**src/rtl/pulse_arb.sv**
```systemverilog
// Round-robin arbiter that time-shares one delayed, length-programmable pulse
// generator among N level requesters, with a guard gap after every pulse.
module pulse_arb #(
    parameter int N                = 4,
    parameter int MAX_LENGTH_TICKS = 100,
    parameter int DELAY_TICKS      = 100,
    parameter int GAP_TICKS        = 2,
    localparam int LW = $clog2(MAX_LENGTH_TICKS + 1),
    localparam int OW = $clog2(N)
) (
    input  logic            clk,
    input  logic            rst,
    input  logic [N-1:0]    req,
    input  logic [N*LW-1:0] len,
    output logic [N-1:0]    ack,
    output logic [N-1:0]    done,
    output logic            out,
    output logic            busy,
    output logic [OW-1:0]   owner
);

    localparam int CMAX_DL = (DELAY_TICKS > MAX_LENGTH_TICKS) ? DELAY_TICKS : MAX_LENGTH_TICKS;
    localparam int CMAX    = (GAP_TICKS > CMAX_DL) ? GAP_TICKS : CMAX_DL;
    localparam int CW      = $clog2(CMAX + 1);

    typedef enum logic [1:0] {IDLE, DELAY, PULSE, GAP} state_t;

    state_t         state_reg, state_next;
    logic [CW-1:0]  cnt_reg, cnt_next;
    logic [OW-1:0]  ptr_reg, ptr_next;
    logic [OW-1:0]  owner_reg, owner_next;
    logic [LW-1:0]  len_q_reg, len_q_next;
    logic [N-1:0]   ack_reg, ack_next;
    logic [N-1:0]   done_reg, done_next;
    logic           out_reg, out_next;
    logic           busy_reg, busy_next;

    logic [LW-1:0]  eff_len [N];
    logic           grant_valid;
    logic [OW-1:0]  grant_idx;
    logic [OW-1:0]  cand;

    // Per-requester length normalisation: 0 means 1, oversize clamps to max.
    genvar gi;
    generate
        for (gi = 0; gi < N; gi++) begin : g_len
            logic [LW-1:0] raw;
            assign raw = len[gi*LW +: LW];
            assign eff_len[gi] = (raw == '0) ? LW'(1) :
                                 (raw > LW'(MAX_LENGTH_TICKS)) ? LW'(MAX_LENGTH_TICKS) : raw;
        end
    endgenerate

    // Scan offsets from farthest to nearest so the first set bit after ptr wins.
    always_comb begin
        grant_valid = 1'b0;
        grant_idx   = '0;
        cand        = '0;
        for (int k = N; k >= 1; k--) begin
            cand = OW'((int'(ptr_reg) + k) % N);
            if (req[cand]) begin
                grant_valid = 1'b1;
                grant_idx   = cand;
            end
        end
    end

    always_comb begin
        state_next = state_reg;
        cnt_next   = cnt_reg;
        ptr_next   = ptr_reg;
        owner_next = owner_reg;
        len_q_next = len_q_reg;
        ack_next   = '0;
        done_next  = '0;
        case (state_reg)
            IDLE: begin
                if (grant_valid) begin
                    ack_next   = N'(1) << grant_idx;
                    ptr_next   = grant_idx;
                    owner_next = grant_idx;
                    len_q_next = eff_len[grant_idx];
                    if (DELAY_TICKS == 0) begin
                        state_next = PULSE;
                        cnt_next   = CW'(eff_len[grant_idx]) - CW'(1);
                    end else begin
                        state_next = DELAY;
                        cnt_next   = CW'(DELAY_TICKS - 1);
                    end
                end
            end
            DELAY: begin
                if (cnt_reg == '0) begin
                    state_next = PULSE;
                    cnt_next   = CW'(len_q_reg) - CW'(1);
                end else begin
                    cnt_next = cnt_reg - CW'(1);
                end
            end
            PULSE: begin
                if (cnt_reg == '0) begin
                    done_next = N'(1) << owner_reg;
                    if (GAP_TICKS == 0) begin
                        state_next = IDLE;
                        cnt_next   = '0;
                    end else begin
                        state_next = GAP;
                        cnt_next   = CW'(GAP_TICKS - 1);
                    end
                end else begin
                    cnt_next = cnt_reg - CW'(1);
                end
            end
            GAP: begin
                if (cnt_reg == '0) begin
                    state_next = IDLE;
                end else begin
                    cnt_next = cnt_reg - CW'(1);
                end
            end
            default: begin
                state_next = IDLE;
                cnt_next   = '0;
            end
        endcase
        // Registered outputs track the state being entered, so they align with it.
        out_next  = (state_next == PULSE);
        busy_next = (state_next != IDLE);
    end

    always_ff @(posedge clk) begin
        if (rst) begin
            state_reg <= IDLE;
            cnt_reg   <= '0;
            ptr_reg   <= OW'(N - 1);
            owner_reg <= '0;
            len_q_reg <= '0;
            ack_reg   <= '0;
            done_reg  <= '0;
            out_reg   <= 1'b0;
            busy_reg  <= 1'b0;
        end else begin
            state_reg <= state_next;
            cnt_reg   <= cnt_next;
            ptr_reg   <= ptr_next;
            owner_reg <= owner_next;
            len_q_reg <= len_q_next;
            ack_reg   <= ack_next;
            done_reg  <= done_next;
            out_reg   <= out_next;
            busy_reg  <= busy_next;
        end
    end

    assign ack   = ack_reg;
    assign done  = done_reg;
    assign out   = out_reg;
    assign busy  = busy_reg;
    assign owner = owner_reg;

endmodule

```
**config.mk**
```make
export PLATFORM = sky130hd
export DESIGN_NAME = pulse_arb
export DESIGN_NICKNAME = d
export VERILOG_FILES = /design/src/rtl/pulse_arb.sv
export SDC_FILE = /design/constraint.sdc
export NUM_CORES = 1
export LEC_CHECK = 0
export CAP_MARGIN = 10
export CORE_MARGIN = 2
export CORE_UTILIZATION = 45
export CTS_CLUSTER_SIZE = 30
export DETAILED_ROUTE_END_ITERATION = 6
export GPL_TIMING_DRIVEN = 0
export PLACE_DENSITY_LB_ADDON = 0.05
export SLEW_MARGIN = 15
export SYNTH_ARGS = -nofsm -noshare
export SYNTH_HDL_FRONTEND = slang
export SYNTH_SLANG_ARGS = --single-unit
```
**constraint.sdc**
```tcl
create_clock -name clk -period 5.3 [get_ports clk]
set_input_delay 0.795 -clock clk [delete_from_list [all_inputs] [get_ports clk]]
set_output_delay 0.795 -clock clk [all_outputs]
set_load 0.03 [all_outputs]
```
==> results_dict.tcl, run 1 <==
set metrics [dict create \
    cts_root_buf "sky130_fd_sc_hd__clkbuf_8" \
    clock_skew_ns 0.00522 \
    syn_inst 228 \
    drc 0 \
    critical-path-top-delay-family "simple AND/OR/NAND/NOR gates" \
    placementRows 23 \
    num_antenna_cells 0 \
    grt_pass1_vias 1690 \
    total_via_count_after_detailed_routing 1818 \
    min_period_ns 2.60 \
    unrepaired_setup_endpoints_after_global_routing "no" \
    finalHoldViolCount 0 \
    cts_tree "yes" \
    detailed_place_hpwl_um 3560 \
    die_width_um 67.8 \
    critical_path_arrival_ns 2.77 \
    final.fill_count 370 \
    reg2reg_from "ptr_reg[0]" \
    final_min_period_over_clock_period 0.490 \
    slew-limit-headroom 0.435 \
    clk_latency_ns 0.29 \
    cpMaxStageDelayCell "sky130_fd_sc_hd__nor4_1" \
    clock_tree.htree_level_count 2 \
    drt-pass1-iter-count 4 \
    fraction_of_layout_cells_with_a_size_suffix_above_1 0.103 \
    reg2reg_setup_slack_ns 3.47 \
    synth.lib_cells_used.distinct 48 \
    core_mm2 0.00397 \
    worst_hold_path_type "register to register" \
    worst_ir_drop_vdd_mv 0.126 \
    die_y_um 67.8 \
    run_status "completed" \
    antenna_violating_nets_post_route 0 \
    final-max-slew-violation-count 0 \
    finalWirelength_um 4510 \
    worstPathRequired_ns 5.48 \
    design_power_total_w 0.000914 \
    synth-edff-count 0 \
    ys_seq_elements 30 \
    ctsHoldBuffers 0 \
    detailedRoute.firstIterationViolations 89 \
    weighted_congestion_reported_at_the_end_of_routability_driven_placement 0.833 \
    ys.flop_type "sky130_fd_sc_hd__dfxtp_1" \
    synth_area_per_cell_um2 8.04 \
    tns_ns 0 \
    timing.fmax_mhz 385 \
    holdCritStartpoint "owner[1]" \
    ios 46 \
    maxCapViolCount 0 \
    category_of_the_most_critical_setup_path "input port to register" \
    worstSetupStartpointType "input port" \
    initial_core_util 0.462 \
    total_leakage_power_nw 0.961 \
    number_of_synthesis_warnings 0 \
    setup_viol 0 \
    worstPathBufferInverterCount 1 \
    syn-cell-area_mm2 0.00183 \
    critical_path_cell_count 5 \
    timing.hold.worst_path_depth 1 \
    grt_first_pass_wirelength_um 7430 \
    critical_path.endpoint_type "register" \
    crit-reg2reg-capture "len_q_reg[2]" \
    critPathMaxStageDelay_ns 0.75 \
    synth_seq_area_share 0.328 \
    cts_sinks 30 \
    worst_slew_pin_slew_ns 0.840 \
    timing.critical_path.fanout_max 6 \
    async_reset_ff_frac 0 \
    min_to "done[1]" \
    globalRouteTotalUtil 0.216 \
    cts_post_setup_buffers_inserted 0 \
    cts_buffer_depth 2 \
    net_count_synth 265 \
    antenna_found_initial 0 \
    routed_wire_length_per_instance_um 13.6 \
    tritoncts_buffer_count 5 \
    number_of_cells_on_the_worst_reg_to_reg_path 6 \
    place.port_buffers 45 \
    crit_path_cell_trace "clkdlybuf4s50_1 > nor4_1 > nand2b_1 > a211oi_1 > a2111oi_2" \
    final_net_count 317 \
    syn2layout_area_growth_pct 35.8 \
    clk_pin_slew_ns 0.07 \
    global_route.overflow_total 0 \
    grt_start_max_net_pins 11 \
    viasPerCell 5.49 \
    design.die.area_mm2 0.00460 \
    cts-resized-gates 0 \
    power.density_cell_area_mw_per_mm2 367 \
]
## through the flow
step                      instance area (um^2)   util  instances  hold WS (ns)  setup WS [ns]
after floorplan                           1830      -        228         0.462           3.23
final                                     2490  0.627        331         0.481           2.70
after global routing                      2490  0.627        331         0.519           2.48
after CTS                                 2490  0.627        331         0.490           2.70
after global placement                    2350  0.591        323         0.473           2.41
after detailed placement                  2350  0.591        323         0.473           2.40
## power breakdown
part / leakage, nW / switching (W) / internal, W
clock network: 0.0714 / 0.0000891 / 0.000200
logic: 0.643 / 0.000173 / 0.000158
registers: 0.247 / 0.0000344 / 0.000259
## worst register-to-register path, delay by kind of cell, from the launching register on
kind | cells | cell delay, ns
buffers and inverters | 1 | 0.36
and+or+nand+nor | 2 | 0.43
AOI/OAI and AO/OA | 3 | 0.62
DFF | 1 | 0.34
## cells in the final DEF, fill, tap and decap left out, types with 5 or more instances in the layout
| master | n |
|---|---|
| sky130_fd_sc_hd__clkdlybuf4s50_1 | 45 |
| sky130_fd_sc_hd__dfxtp_1 | 30 |
| sky130_fd_sc_hd__nor2_1 | 27 |
| sky130_fd_sc_hd__nand2_1 | 24 |
| sky130_fd_sc_hd__nor3_1 | 17 |
| sky130_fd_sc_hd__inv_1 | 10 |
| sky130_fd_sc_hd__o21ai_0 | 9 |
| sky130_fd_sc_hd__a21oi_1 | 9 |
| sky130_fd_sc_hd__nand3_1 | 8 |
| sky130_fd_sc_hd__xnor2_1 | 6 |
| sky130_fd_sc_hd__clkbuf_8 | 6 |
| sky130_fd_sc_hd__nor2b_1 | 5 |
| sky130_fd_sc_hd__nor3b_1 | 5 |
| sky130_fd_sc_hd__a22oi_1 | 5 |
## cell families (layout without fill, tap and decap cells)
| group | after synthesis | in the layout | synth area share |
|---|---|---|---|
| and+or+nand+nor | 105 | 105 | 0.287 |
| muxes | 7 | 7 | 0.0403 |
| DFF | 30 | 30 | 0.328 |
| xor gates and xnor gates | 10 | 10 | 0.0478 |
| AOI/OAI and AO/OA | 55 | 55 | 0.227 |
| buffers and inverters | 18 | 71 | 0.0498 |
| adders and majority gates | 3 | 3 | 0.0205 |
## synth_stat cells, types with 5 or more instances
| cell type | number | area share |
|---|---|---|
| sky130_fd_sc_hd__dfxtp_1 | 30 | 0.33 |
| sky130_fd_sc_hd__nor2_1 | 27 | 0.055 |
| sky130_fd_sc_hd__nand2_1 | 24 | 0.049 |
| sky130_fd_sc_hd__nor3_1 | 17 | 0.046 |
| sky130_fd_sc_hd__inv_1 | 10 | 0.020 |
| sky130_fd_sc_hd__a21oi_1 | 9 | 0.025 |
| sky130_fd_sc_hd__o21ai_0 | 9 | 0.025 |
| sky130_fd_sc_hd__nand3_1 | 8 | 0.022 |
| sky130_fd_sc_hd__xnor2_1 | 6 | 0.029 |
| sky130_fd_sc_hd__a22oi_1 | 5 | 0.020 |
| sky130_fd_sc_hd__nor2b_1 | 5 | 0.017 |
| sky130_fd_sc_hd__nor3b_1 | 5 | 0.020 |
## worst max path at each step
| stage | slack (ns) | startpoint | to |
|---|---|---|---|
| 2_1_floorplan | 3.23 | req[1] | len_q_reg[2] |
| 3_3_place_gp | 2.41 | req[1] | len_q_reg[0] |
| 3_5_place_dp | 2.40 | req[1] | len_q_reg[0] |
| 4_1_cts | 2.70 | req[1] | len_q_reg[0] |
| 5_1_grt | 2.48 | req[1] | len_q_reg[0] |
| 6_report | 2.70 | req[1] | len_q_reg[0] |
## cell type report
type	instances	area [um^2]	area share
repair buffers	45	450	0.181
flip-flops and latches	30	601	0.241
clock inverters	2	60.1	0.0241
multi-input cells	180	1140	0.459
well taps	50	62.6	0.0251
plain buffers	8	53.8	0.0216
clock buffers	6	82.6	0.0332
inverters	10	37.5	0.0151
## per-layer routing
metal  global-route usage  up-vias  share of wire
met5                    0        -              0
met4               0.0600        0          0.014
met3               0.0444        7          0.040
met2                0.396       53           0.51
met1                0.252      813           0.44
li1                     -      945              -
(Power assumes the default switching activity.)
==> run 2, diff against run 1 <==
Clock period 5.3 ns to 2.5 ns, I/O delays scaled along.
==> results of run 2 <==
Same layout as run 1 (identical final DEF). Status: completed.
Main changes from that run: setup slack after placement 2.40 ns -> 0.0244 ns; setup slack after layout 2.70 ns -> 0.323 ns; register-to-register setup slack 3.47 ns -> 0.67 ns; total power 0.000914 W -> 0.00194 W; worst IR drop on VDD 0.126 mV -> 0.267 mV
==> run 3, diff against run 2 <==
Settings changed: DONT_BUFFER_PORTS set to 1.
==> results_dict.tcl, run 3 (synthesis results as in run 1) <==
set metrics [dict create \
    postPlaceCellArea_mm2 0.00190 \
    viasPerCell 6.03 \
    final_net_count 272 \
    antenna_found_initial 0 \
    setup_viol 0 \
    initial_core_util 0.462 \
    detailedRoute.firstIterationViolations 94 \
    antenna_violating_nets_post_route 0 \
    finalWirelength_um 4610 \
    seqCellArea_um2 601 \
    clock_tree.htree_level_count 2 \
    run_status "completed" \
    fin_ws_ns 0.624 \
    routed_wire_length_per_instance_um 16.1 \
    worstPathRequired_ns 2.70 \
    tns_ns 0 \
    clk_pin_slew_ns 0.07 \
    cts-resized-gates 0 \
    finish.instance_area_mm2 0.00200 \
    layout.cells.most_common_list "30 x sky130_fd_sc_hd__dfxtp_1, 27 x sky130_fd_sc_hd__nor2_1, 24 x sky130_fd_sc_hd__nand2_1" \
    placementRows 23 \
    die_y_um 67.8 \
    final-max-slew-violation-count 0 \
    clock_skew_ns 0.00749 \
    final_common_cell "sky130_fd_sc_hd__dfxtp_1" \
    drt-pass1-iter-count 4 \
    finalHoldViolCount 0 \
    globalRouteTotalUtil 0.223 \
    worst_hold_path_type "input port to register" \
    grt_first_pass_wirelength_um 7690 \
    die_width_um 67.8 \
    ios 46 \
    total_leakage_power_nw 0.777 \
    grt_pass1_vias 1709 \
    worst_ir_drop_vdd_mv 0.284 \
    combined_area_of_the_multi_input_logic_cells_mm2 0.00114 \
    worstSetupStartpointType "register" \
    cts_root_buf "sky130_fd_sc_hd__clkbuf_8" \
    worst_slew_pin_slew_ns 0.947 \
    design.die.area_mm2 0.00460 \
    tritoncts_buffer_count 5 \
    unrepaired_setup_endpoints_after_global_routing "no" \
    critical_path_arrival_ns 2.07 \
    cts_post_setup_buffers_inserted 0 \
    ctsHoldBuffers 0 \
    cts_tree "yes" \
    final.fill_count 399 \
    timing.fmax_mhz 533 \
    drc 0 \
    slew-limit-headroom 0.363 \
    final_min_period_over_clock_period 0.750 \
    min_period_ns 1.88 \
    post-place-ws_ns 0.418 \
    total_via_count_after_detailed_routing 1726 \
    syn2layout_area_growth_pct 9.35 \
    cts_buffer_depth 2 \
    fraction_of_layout_cells_with_a_size_suffix_above_1 0.123 \
    core_mm2 0.00397 \
    dp.cells 278 \
    grt_start_max_net_pins 11 \
    critical_path.endpoint_type "register" \
    cts_sinks 30 \
    clk_latency_ns 0.28 \
    place.port_buffers 0 \
    detailed_place_hpwl_um 3580 \
    category_of_the_most_critical_setup_path "register to register" \
    finalNonFillerCells 286 \
    weighted_congestion_reported_at_the_end_of_routability_driven_placement 0.902 \
    power.density_cell_area_mw_per_mm2 863 \
    global_route.overflow_total 0 \
    timing.critical_path.fanout_max 10 \
    maxCapViolCount 0 \
    num_antenna_cells 0 \
]
[run 3: cell count changes in the layout (fill, tap and decap cells not counted)]
cell | before | now
sky130_fd_sc_hd__clkdlybuf4s50_1 | 45 | 0
sky130_fd_sc_hd__clkinv_2 | 0 | 2
sky130_fd_sc_hd__bufinv_16 | 2 | 1
sky130_fd_sc_hd__clkbuf_8 | 6 | 5
[run 3: final cells by class]
cell class              count  share of cell area
clock inverters             3              0.0200
well taps                  50              0.0312
plain buffers               8              0.0268
multi-input cells         180               0.569
clock buffers               5              0.0343
inverters                  10              0.0187
flip-flops and latches     30               0.300
[run 3: metal layers]
layer	global-route usage	vias to the layer above	wire length, um
met1	0.261	804	2010
met4	0.0800	0	118
met3	0.0576	9	253
met5	0	-	0
li1	-	851	-
met2	0.392	62	2230
[run 3: where the power goes]
| part | internal (W) | switching [W] | total, W | leakage [nW] |
|---|---|---|---|---|
| clock | 0.000293 | 0.000184 | 0.000477 | 0.0579 |
| sequential | 0.000550 | 0.000103 | 0.000653 | 0.247 |
| combinational | 0.000269 | 0.000331 | 0.000600 | 0.472 |
[run 3: path summary, 6_finish.rpt]
path | startpoint | depth (start not counted) | to | slack, ns
worst max-delay path | ptr_reg[0] | 6 | len_q_reg[2] | 0.62
worst min-delay path | rst | 1 | len_q_reg[2] | 0.15
worst max register to register | ptr_reg[0] | 6 | len_q_reg[2] | 0.62
worst min register to register | len_q_reg[6] | 2 | len_q_reg[6] | 0.49
[run 3: through the flow]
| stage | total power (W) | util | hold WS, ns |
|---|---|---|---|
| 6_report | 0.00173 | 0.505 | 0.155 |
| 5_1_grt | 0.00183 | 0.505 | 0.144 |
| 4_1_cts | 0.00173 | 0.505 | 0.151 |
| 3_5_place_dp | 0.00125 | 0.477 | 0.447 |
| 3_3_place_gp | 0.00124 | 0.477 | 0.445 |
| 2_1_floorplan | 0.00113 | - | 0.443 |
[run 3: worst max-delay path, cell delays in order, from the launching register on]
cell and delay (ns):
sky130_fd_sc_hd__dfxtp_1 0.34, sky130_fd_sc_hd__nor2b_1 0.16, sky130_fd_sc_hd__o21ai_1 0.14, sky130_fd_sc_hd__nand3_1 0.27
sky130_fd_sc_hd__clkbuf_1 0.37, sky130_fd_sc_hd__o311ai_1 0.21, sky130_fd_sc_hd__a311oi_2 0.28
